==> src/rtl/mlogic_pkg.sv <==
// Shared types for the MiniMachines bitwise logic / reduction stage.
// Op encoding, decode constants and per-op identity values.
package mlogic_pkg;

    localparam int OP_W = 3;

    typedef enum logic [OP_W-1:0] {
        OP_AND  = 3'd0,
        OP_OR   = 3'd1,
        OP_XOR  = 3'd2,
        OP_NAND = 3'd3,
        OP_NOR  = 3'd4,
        OP_XNOR = 3'd5,
        OP_PASS = 3'd6,
        OP_NOT  = 3'd7
    } op_e;

    localparam op_e OP_FIRST = OP_AND;
    localparam op_e OP_LAST  = OP_NOT;

    // Ops whose result is the complement of a simpler base op.
    function automatic logic op_is_inverting(input op_e op);
        return (op == OP_NAND) || (op == OP_NOR) || (op == OP_XNOR) || (op == OP_NOT);
    endfunction

    // Bit value e with f(a, e) == a for every bit; ops without an identity return 0.
    function automatic logic op_identity_bit(input op_e op);
        logic id;
        case (op)
            OP_AND:  id = 1'b1;
            OP_XNOR: id = 1'b1;
            default: id = 1'b0;
        endcase
        return id;
    endfunction

endpackage

==> src/rtl/mlogic_core.sv <==
// Purely combinational BIT_WIDTH-wide bitwise function y = f(a, b, op).
module mlogic_core
    import mlogic_pkg::*;
#(
    parameter int BIT_WIDTH = 8
) (
    input  logic [BIT_WIDTH-1:0] a_i,
    input  logic [BIT_WIDTH-1:0] b_i,
    input  op_e                  op_i,
    output logic [BIT_WIDTH-1:0] y_o
);

    logic [BIT_WIDTH-1:0] base;

    // Inverting ops share the datapath of their base op plus a final complement.
    always_comb begin
        base = '0;
        case (op_i)
            OP_AND,  OP_NAND: base = a_i & b_i;
            OP_OR,   OP_NOR:  base = a_i | b_i;
            OP_XOR,  OP_XNOR: base = a_i ^ b_i;
            OP_PASS, OP_NOT:  base = a_i;
            default:          base = a_i;
        endcase
        y_o = op_is_inverting(op_i) ? ~base : base;
    end

endmodule

==> src/rtl/mlogic_acc.sv <==
// Bitwise logic unit with stream-accumulate mode, registered valid/ready output
// and a saturating count of beats folded since the last seed.
module mlogic_acc
    import mlogic_pkg::*;
#(
    parameter int BIT_WIDTH   = 8,
    parameter int COUNT_WIDTH = 8
) (
    input  logic                   clk,
    input  logic                   rst,
    input  logic [BIT_WIDTH-1:0]   Input_1,
    input  logic [BIT_WIDTH-1:0]   Input_2,
    input  logic [2:0]             Op,
    input  logic                   Acc_en,
    input  logic                   Clear,
    input  logic                   In_valid,
    output logic                   In_ready,
    output logic [BIT_WIDTH-1:0]   Output,
    output logic                   Out_valid,
    input  logic                   Out_ready,
    output logic                   Zero,
    output logic [COUNT_WIDTH-1:0] Count
);

    localparam logic [COUNT_WIDTH-1:0] CNT_MAX = '1;
    localparam logic [COUNT_WIDTH-1:0] CNT_ONE = COUNT_WIDTH'(1);

    function automatic logic [COUNT_WIDTH-1:0] sat_inc(input logic [COUNT_WIDTH-1:0] v);
        return (v == CNT_MAX) ? v : v + CNT_ONE;
    endfunction

    logic [BIT_WIDTH-1:0]   out_q, out_d;
    logic [BIT_WIDTH-1:0]   acc_q, acc_d;
    logic                   vld_q, vld_d;
    logic                   zero_q, zero_d;
    logic [COUNT_WIDTH-1:0] cnt_q, cnt_d;

    logic                   accept;
    logic [BIT_WIDTH-1:0]   core_a, core_b, core_y;

    assign In_ready = !vld_q || Out_ready;
    assign accept   = In_valid && In_ready;

    // In accumulate mode Input_1 becomes operand b so Input_2 never reaches state.
    assign core_a = Acc_en ? acc_q   : Input_1;
    assign core_b = Acc_en ? Input_1 : Input_2;

    mlogic_core #(
        .BIT_WIDTH(BIT_WIDTH)
    ) u_core (
        .a_i (core_a),
        .b_i (core_b),
        .op_i(op_e'(Op)),
        .y_o (core_y)
    );

    always_comb begin
        out_d = out_q;
        acc_d = acc_q;
        cnt_d = cnt_q;
        vld_d = vld_q;
        if (accept) begin
            vld_d = 1'b1;
            if (!Acc_en) begin
                out_d = core_y;
            end else if (Clear) begin
                acc_d = Input_1;
                out_d = Input_1;
                cnt_d = CNT_ONE;
            end else begin
                acc_d = core_y;
                out_d = core_y;
                cnt_d = sat_inc(cnt_q);
            end
        end else if (vld_q && Out_ready) begin
            vld_d = 1'b0;
        end
        zero_d = (out_d == '0);
    end

    // Output register stage
    always_ff @(posedge clk) begin
        if (rst) begin
            out_q  <= '0;
            acc_q  <= '0;
            vld_q  <= 1'b0;
            zero_q <= 1'b1;
            cnt_q  <= '0;
        end else begin
            out_q  <= out_d;
            acc_q  <= acc_d;
            vld_q  <= vld_d;
            zero_q <= zero_d;
            cnt_q  <= cnt_d;
        end
    end

    assign Output    = out_q;
    assign Out_valid = vld_q;
    assign Zero      = zero_q;
    assign Count     = cnt_q;

endmodule

==> config.mk <==
export PLATFORM = sky130hd
export DESIGN_NAME = mlogic_acc
export DESIGN_NICKNAME = d
export VERILOG_FILES = /design/src/rtl/mlogic_pkg.sv /design/src/rtl/mlogic_core.sv /design/src/rtl/mlogic_acc.sv
export SDC_FILE = /design/constraint.sdc
export NUM_CORES = 1
export LEC_CHECK = 0
export ABC_AREA = 0
export ABC_CLOCK_PERIOD_IN_PS = 2500
export BUFFER_PORTS_ARGS = -buffer_cell sky130_fd_sc_hd__buf_4
export CAP_MARGIN = 20
export CORE_ASPECT_RATIO = 0.9
export CORE_MARGIN = 2
export CORE_UTILIZATION = 30
export DETAILED_ROUTE_END_ITERATION = 10
export PLACE_DENSITY = 0.57
export SLEW_MARGIN = 25
export SYNTH_ARGS = -nofsm -noshare
export SYNTH_HDL_FRONTEND = slang
export SYNTH_SLANG_ARGS = --single-unit
==> constraint.sdc <==
create_clock -name clk -period 2.5 [get_ports clk]
set_input_delay 0.25 -clock clk [delete_from_list [all_inputs] [get_ports clk]]
set_output_delay 0.25 -clock clk [all_outputs]
set_load 0.005 [all_outputs]
==> results of run 1 <==
layout make-up:
| cell class | instances | area, µm² | area share, % |
|---|---|---|---|
| repair buffers | 54 | 405 | 14.4 |
| clock buffers | 3 | 41.3 | 1.46 |
| well taps | 96 | 120 | 4.26 |
| flip-flops and latches | 26 | 520 | 18.4 |
| multi-input cells | 235 | 1660 | 58.7 |
| inverters | 21 | 78.8 | 2.79 |
registers in the layout, indices dropped and copies added (netlist names):
signal     flops
Count          8
Output         8
acc_q          8
Out_valid      1
Zero           1
layout by cell type (no fill, tap or decap), types with 2 or more instances in the layout:
cell      instances
mux2_2            3
a211oi_1          9
a32oi_1           2
xnor2_1           4
nand4_1           3
a21o_1            3
a311oi_1          3
nor2_1           30
o221ai_1          2
nand3b_1          2
nand2_1          26
nor4_1            4
xor2_1            7
and3b_1           3
nor2b_1           4
buf_4            54
inv_1            21
ha_1             17
a21oi_1          18
dfxtp_1          26
nand3_1           6
mux2i_1          22
nor3_1            7
o211ai_1          6
nand2b_1         12
nor3b_1           5
and3_1            6
clkbuf_8          3
and2_1            3
o22ai_1           2
o21ai_0           3
per-layer routing:
metal  routed length [µm]  GRT usage [%]  up-vias
met4                   20           1.15        0
met3                  355           2.55        2
met1                 3160           22.7     1077
li1                     -              -     1157
met5                    0              0        -
met2                 3050           25.6       58
cells by family (layout without fill, tap and decap cells):
group / after synthesis / in the layout / share of synthesized area (%)
and+or+nand+nor: 117 / 117 / 25.6
AOI/OAI and AO/OA: 65 / 65 / 21.1
xor gates and xnor gates: 11 / 11 / 4.12
muxes: 25 / 25 / 10.9
DFF: 26 / 26 / 22.2
buffers and inverters: 39 / 78 / 7.01
adders and majority gates: 17 / 17 / 9.09
per-stage QoR:
stage	setup slack, ns	hold WS, ns	TNS, ns	std cells	util, %
finish	0.212	0.260	0	435	37.4
global route	0.00655	0.267	0	435	37.4
CTS	0.193	0.253	0	435	37.4
detailed placement	-0.102	0.459	-0.289	432	36.8
global placement	-0.0895	0.455	-0.178	432	36.8
floorplan	0.0134	0.379	0	300	-
power breakdown:
group	internal, mW	leakage (nW)	total (mW)	switching, mW
registers	0.439	0.213	0.458	0.0185
clock network	0.108	0.0216	0.231	0.123
logic	0.199	1.06	0.433	0.234
total	0.746	1.30	1.12	0.376
worst max-delay path: cells and delay by family:
kind	cells	cell delay, ns
compound gates	4	0.98
fa+ha+maj	1	0.25
buf+inv	3	0.48
mux	1	0.37
simple gates	1	0.13
final timing paths:
kind / startpoint / slack (ns) / cells past startpoint / to
min: In_valid / 0.26 / 3 / Out_valid
max reg2reg: acc_q[6] / 0.24 / 8 / Zero
max: Acc_en / 0.21 / 10 / Zero
min reg2reg: acc_q[2] / 0.47 / 2 / acc_q[2]
==> metrics, run 1 <==
outcome complete, no violations; nets between 300 and 400; RSZ-0062 raised after global routing false; fillers between 700 and 800; Wirelength per Cell approximately 15 µm; synthesized area ~2300 µm²; pin count of the biggest net entering global routing 33; Pleak around 1.3 nW; Worst-Margin Slew roughly 0.55 ns; vias in the first global route around 2100; drc violations 0; setup violators final 0; Longest Clk Path Bufs 2; Final Hold Viols 0; share of post-route cells with drive strength above 1 between 10% and 20%; Setup CP Type input pin to register; Syn Area/Cell 7.80 µm²; hold_buf cts 0; Routed WL ~6.6 mm; peak fanout along the critical path 10; Synth Instances 300; Min-Delay Path Class input pin to register; DR vias/cell ~5.3; post-CTS setup buffers 0; DRT iter0 DRCs 159; clock skew about 0.0086 ns; fin area roughly 2800 µm²; register area share after synthesis 22.2%; Synth Flop Type dfxtp_1; Peak VDD IR about 0.21 mV; Peak Freq approximately 440 MHz; gr usage total around 16%; Power per Cell Area roughly 400 nW/µm²; area of the die 8520 µm²; GRT overflow 0; drt pass-1 iters 4; post-CTS sizing 0; first-pass GRT wire length approximately 11 mm; H-tree Lvls 1; TritonCTS clock tree done; async set or reset register ratio after synthesis 0%; Synth cell types 55; initial core utilization a little under a third; post-synth top area share 22.2%; most common cell in the synthesized netlist nor2_1; Num CTS Buffers 3; Post-DRT Antenna Nets 0; Rows 30; crit end category register; Core ar. roughly 7500 µm²; root buffer cell clkbuf_8; die extent in x around 97 µm; crit-path cells buf_4 -> buf_4 -> mux2_2 -> inv_1 -> ha_1 -> a21oi_1 -> o22ai_1 -> a2111oi_2 -> nand2_1 -> a41o_1; DIE HEIGHT between 80 and 90 µm; CP required around 2.7 ns; # Max-Cap Violations 0; synth top area cells dfxtp_1 22%, mux2i_1 9.4%, ha_1 9.1%; Crit-path slowest cell a2111oi_2; Worst EP arrival ~2.5 ns; Synthesis Warnings 0; CTS sink count 26; clk_lat worst skew roughly 0.27 ns; Area after DPL ~2800 µm²; Crit path largest cell delay roughly 0.49 ns; overall power approximately 1.1 mW; Buffers on Ports 43; Tcrit/Tclk final around nine tenths; Period minus WS final between 2 and 2.5 ns; Ant. Diodes 0; Post-synth EDFFs 0; flops & latches, synth 26; commonest cells in the synthesized netlist 30 x nor2_1, 26 x dfxtp_1, 26 x nand2_1, 22 x mux2i_1, 21 x inv_1; Final Slew Violations 0; syn nets about 340; Synth-to-Final Area Change 20.6%; Via Count ~2300; Setup crit start kind input pin; RePlAce Congestion 0.767; leading area contributor after synthesis dfxtp_1; relative slew slack between 60% and 70%; # IOs 44; HPWL Detailed approximately 5.1 mm; most frequent CP cell buf_4; Reg clk slew, reported paths ~0.09 ns; initial antenna violation count 0
No activity file was read; power rests on OpenSTA's default activity.
==> run 2: changes to the inputs <==
--- a/config.mk
+++ b/config.mk
@@ -9,11 +9,12 @@
 export ABC_CLOCK_PERIOD_IN_PS = 2500
 export BUFFER_PORTS_ARGS = -buffer_cell sky130_fd_sc_hd__buf_4
 export CAP_MARGIN = 20
-export CORE_ASPECT_RATIO = 0.9
+export CELL_PAD_IN_SITES_DETAIL_PLACEMENT = 1
+export CELL_PAD_IN_SITES_GLOBAL_PLACEMENT = 1
 export CORE_MARGIN = 2
 export CORE_UTILIZATION = 30
 export DETAILED_ROUTE_END_ITERATION = 10
-export PLACE_DENSITY = 0.57
+export PLACE_DENSITY = 0.71
 export SLEW_MARGIN = 25
 export SYNTH_ARGS = -nofsm -noshare
 export SYNTH_HDL_FRONTEND = slang
==> metrics, run 2 (same netlist as run 1, synthesis figures left out) <==
outcome complete, no violations; area of the die 8520 µm² (about the same); drt pass-1 iters 4 (unchanged); hold_buf cts 0 (unchanged); root buffer cell clkbuf_8; vias in the first global route 2290 (+6.8%); Final Hold Viols 0 (unchanged); Comb pwr share 38.7% (about the same); Reg power frac 40.2% (-0.6 points); Setup CP Type input pin to register; setup violators final 0 (unchanged); CTS sink count 26 (unchanged); TritonCTS clock tree done; crit-path cells buf_4 -> buf_4 -> mux2_2 -> inv_1 -> ha_1 -> a21oi_1 -> o22ai_1 -> a2111oi_4 -> nand2_1 -> a311oi_1; top layer used by detailed routing met4; Crit-path slowest cell a2111oi_4; initial core utilization 30.6% (-0.42 points); Min-Delay Path Class input pin to register; met1 WL 3.36 mm (+6.3%); Crit path buffers/inverters 3 (unchanged); RSZ-0062 raised after global routing false; Peak Freq 425 MHz (-2.9%); Net Sw Frac 34.4% (+0.94 points); HPWL Detailed 5.44 mm (+5.7%); initial antenna violation count 0 (unchanged); Clk pwr share 21.1% (+0.5 points); nets 381 (-0.52%); # IOs 44 (unchanged); Pleak 1.29 nW (-0.36%); clock skew 0.00283 ns (-0.00575 ns); CP required 2.67 ns (about the same); clk_lat worst skew 0.27 ns (about the same); peak fanout along the critical path 14 (+4); internal power 0.748 mW (+0.22%); commonest cells after routing, fill and taps aside 52 x buf_4, 30 x nor2_1, 26 x nand2_1; Finished Core Util 37.0% (-0.35 points); GRT overflow 0 (unchanged); NetSw 0.393 mW (+4.5%); Setup crit start kind input pin; gr usage total 16.4% (+0.75 points); # Max-Cap Violations 0 (unchanged); Tcrit/Tclk final 94.2% (+2.7 points); DIE HEIGHT 92.3 µm (+5.2%); Peak VDD IR 0.172 mV (-17%); share of post-route cells with drive strength above 1 19.0% (+0.11 points); RePlAce Congestion 0.787 (+2.6%); Reg clk slew, reported paths 0.09 ns (about the same); Hold Startpoint In_valid; drc violations 0 (unchanged); metal2 WL 3.20 mm (+5.0%); Longest Clk Path Bufs 2 (unchanged); Post-DRT Antenna Nets 0 (unchanged); Core ar. 7650 µm² (+1.4%); crit end category register; relative slew slack 51.4% (-12 points); DRT iter0 DRCs 82 (-48%); critical path's top delay family compound AO/OA/AOI/OAI gates; Num CTS Buffers 3 (unchanged); Final Slew Violations 0 (unchanged); Worst EP arrival 2.52 ns (+0.06 ns); Synth-to-Final Area Change 21.1%; Ant. Diodes 0 (unchanged); die extent in x 92.3 µm (-4.9%); Buffers on Ports 43 (unchanged); reg2reg start acc_q[6]; minimum hold slack 0.249 ns (-0.0118 ns); first-pass GRT wire length 11.5 mm (+4.3%); Setup crit start Acc_en; Power per Cell Area 403 nW/µm² (+1.3%); DR vias/cell 5.21 (-1.1%); worst slack, placed -0.124 ns (-0.0216 ns); pin count of the biggest net entering global routing 33 (unchanged); Period minus WS final 2.36 ns (+0.0678 ns); Via Count 2289 (-0.22%); Worst-Margin Slew 0.728 ns (+0.182 ns); H-tree Lvls 1 (unchanged); final setup margin 0.144 ns (-0.0678 ns); Crit path largest cell delay 0.38 ns (-0.11 ns); Routed WL 6.88 mm (+4.5%); most frequent CP cell buf_4; Wirelength per Cell 15.7 µm (+3.6%); Rows 32 (+6.7%); commonest non-fill, non-tap cell in the layout buf_4; WL met3 261 µm (-26%)
==> run 2: changes by cell type in the layout (fill, tap and decap cells not counted), sizes merged <==
cell | before | now
buf | 54 | 52
==> run 2: worst paths after layout <==
check                                 end  slack [ns]  depth (start not counted)
worst max-delay path            Output[7]        0.14                         10
worst min-delay path            Out_valid        0.25                          3
worst max register to register       Zero        0.17                          8
worst min register to register   acc_q[2]        0.48                          2
==> run 2: worst reg2reg max path, stage by stage (launching register included) <==
cell and delay (ns):
dfxtp_2 0.36, mux2i_1 0.11, ha_1 0.33, nor3b_2 0.06, a2111oi_4 0.34, a31oi_2 0.10
or4_1 0.54, and3_1 0.16, a41o_1 0.23
==> run 2: power by group through the flow <==
stage                     sequential (mW)  combinational [mW]  clock, mW
final                               0.458               0.442      0.240
after global routing                0.462               0.496      0.267
after CTS                           0.458               0.438      0.245
after detailed placement            0.468               0.437          0
after global placement              0.467               0.423          0
after floorplan                     0.464               0.282          0
==> run 2: cell type report <==
class | instances | area [µm²]
multi-input combinational | 235 | 1670
timing repair buffer | 52 | 390
sequential | 26 | 522
fill | 951 | 4810
tap | 102 | 128
inverter | 21 | 78.8
clock buffer | 3 | 41.3
==> run 2: through the flow <==
stage | power [mW] | TNS (ns) | instances | instance area [µm²]
after floorplan | 0.746 | 0 | 300 | 2340
after global placement | 0.889 | 0 | 436 | 2770
after detailed placement | 0.905 | -0.320 | 436 | 2770
after CTS | 1.14 | 0 | 439 | 2810
after global routing | 1.22 | 0 | 439 | 2830
final | 1.14 | 0 | 439 | 2830
==> run 2: what timing repair did <==
| action | in CTS | in global routing |
|---|---|---|
| endpoints found under the setup margin | 0 | 2 |
| setup buffers | 0 | 0 |
| gates resized for setup | 0 | 3 |
==> run 2: routing by layer <==
metal  vias to the layer above  GRT usage [%]
met5                         -              0
met4                         0           3.98
met3                         6          0.895
met2                        39           27.2
met1                      1092           23.2
li1                       1152              -
==> run 3: changes to the inputs <==
--- a/config.mk
+++ b/config.mk
@@ -15,6 +15,7 @@
 export CORE_UTILIZATION = 30
 export DETAILED_ROUTE_END_ITERATION = 10
 export PLACE_DENSITY = 0.71
+export SETUP_SLACK_MARGIN = 0.4
 export SLEW_MARGIN = 25
 export SYNTH_ARGS = -nofsm -noshare
 export SYNTH_HDL_FRONTEND = slang
==> metrics, run 3 (same netlist as run 1, synthesis figures left out) <==
Rows 32 (unchanged); RSZ-0062 raised after global routing true; Wirelength per Cell 17.3 µm (+10%); nets 387 (+1.6%); DR vias/cell 5.31 (+1.8%); pin count of the biggest net entering global routing 33 (unchanged); die extent in x 92.3 µm (unchanged); RePlAce Congestion 0.877 (+11%); Crit path buffers/inverters 0 (-3); Longest Clk Path Bufs 2 (unchanged); # IOs 44 (unchanged); outcome complete, no violations; Hold Startpoint In_valid; first-pass GRT wire length 11.7 mm (+1.9%); drt pass-1 iters 4 (unchanged); hold path endpoint Out_valid; minimum hold slack 0.261 ns (+0.0124 ns); Routed WL 7.70 mm (+12%); Tcrit/Tclk final 89.4% (-4.9 points); DIE HEIGHT 92.3 µm (unchanged); Crit path largest cell delay 0.34 ns (-0.04 ns); worst slack, placed -0.0723 ns (+0.0514 ns); area of the die 8520 µm² (unchanged); vias in the first global route 2327 (+1.6%); Final Slew Violations 0 (unchanged); R2R depth 8 (unchanged); crit-path cells mux2i_4 -> ha_1 -> mux2_2 -> a32oi_2 -> o221ai_2 -> and2_1 -> a211o_1 -> a41o_1; DRT iter0 DRCs 53 (-35%); Crit-path slowest cell dfxtp_2; commonest cells after routing, fill and taps aside 55 x buf_4, 30 x nor2_1, 26 x nand2_1; reg2reg start acc_q[3]; Worst-Margin Slew 0.575 ns (-0.153 ns); relative slew slack 61.6% (+10 points); CTS sink count 26 (unchanged); crit end category register; Peak Freq 448 MHz (+5.4%); worst hold stages 3 (unchanged); initial core utilization 30.6% (unchanged); share of post-route cells with drive strength above 1 28.6% (+9.6 points); Synth-to-Final Area Change 31.6%; Min-Delay Path Class input pin to register; fillers 932 (-2.0%); # Max-Cap Violations 0 (unchanged); clk_lat worst skew 0.27 ns (about the same); Num CTS Buffers 3 (unchanged); clock skew 0.00329 ns (+0.000464 ns); critical path's top delay family compound AO/OA/AOI/OAI gates; GRT overflow 0 (unchanged); Worst EP arrival 2.40 ns (-0.12 ns); setup violators final 0 (unchanged); Pleak 1.34 nW (+3.8%); Final Hold Viols 0 (unchanged); Area after DPL 2780 µm² (about the same); Period minus WS final 2.23 ns (-0.121 ns); CP required 2.67 ns (about the same); FF-to-FF setup slack 0.27 ns (+0.10 ns); peak fanout along the critical path 3 (-11); Core ar. 7650 µm² (unchanged); final setup margin 0.266 ns (+0.121 ns); Via Count 2363 (+3.2%); H-tree Lvls 1 (unchanged); HPWL Detailed 5.59 mm (+2.8%); Ant. Diodes 0 (unchanged); Peak VDD IR 0.196 mV (+14%); Setup crit start kind register; Buffers on Ports 43 (unchanged); fin area 3080 µm² (+8.7%); Setup CP Type register to register; Sum Neg Setup Slack 0 ns (unchanged); Reg clk slew, reported paths 0.09 ns (about the same); drc violations 0 (unchanged); TritonCTS clock tree done; commonest non-fill, non-tap cell in the layout buf_4; root buffer cell clkbuf_8; reg-to-reg endpoint Zero; gr usage total 16.8% (+0.48 points); Post-DRT Antenna Nets 0 (unchanged); initial antenna violation count 0 (unchanged); Power per Cell Area 397 nW/µm² (-1.4%)
run 3: final cells by class:
cell class | instances | area (µm²) | share of cell area [%]
Tap cell | 102 | 128 | 4.15
Sequential cell | 26 | 528 | 17.2
Inverter | 21 | 78.8 | 2.56
Clock buffer | 3 | 41.3 | 1.34
Timing Repair Buffer | 58 | 450 | 14.6
Multi-Input combinational cell | 235 | 1850 | 60.2
run 3: report_power, final:
part           internal (mW)  switching, mW
logic                  0.243          0.281
clock network          0.108          0.129
registers              0.440         0.0207
total                  0.791          0.431
run 3: worst max-delay path by stage:
stage / startpoint / endpoint / cells past startpoint
after floorplan: Acc_en / Zero / 10
after global placement: Acc_en / Zero / 9
after detailed placement: Acc_en / Zero / 9
after CTS: acc_q[6] / Zero / 8
after global routing: acc_q[2] / Zero / 9
final: acc_q[3] / Zero / 8
run 3: repair_timing:
action / CTS / global route
hold buffers: 0 / 0
gates resized for setup: 16 / 28
setup endpoints to repair: 6 / 14
buffers inserted: 1 / 5
pin swaps: 1 / 15
hold endpoints to repair: 0 / 0
run 3: stage by stage:
stage / utilization, % / instances / power, mW
floorplan: - / 300 / 0.751
global placement: 36.3 / 436 / 0.891
detailed placement: 36.3 / 436 / 0.904
CTS: 37.9 / 440 / 1.16
global route: 40.2 / 445 / 1.29
finish: 40.2 / 445 / 1.22
run 3: worst register-to-register path, stage by stage (launching register included):
cell and delay [ns]:
dfxtp_2 0.34, mux2i_4 0.16, ha_1 0.28, mux2_2 0.29
a32oi_2 0.20, o221ai_2 0.19, and2_1 0.21, a211o_1 0.27
a41o_1 0.20
run 3: per-layer routing:
layer / track usage [%] / up-vias / share of wire, %
li1: - / 1165 / -
met1: 22.9 / 1147 / 48
met2: 28.7 / 45 / 48
met3: 1.22 / 6 / 2.7
met4: 4.60 / 0 / 1.1
met5: 0 / - / 0
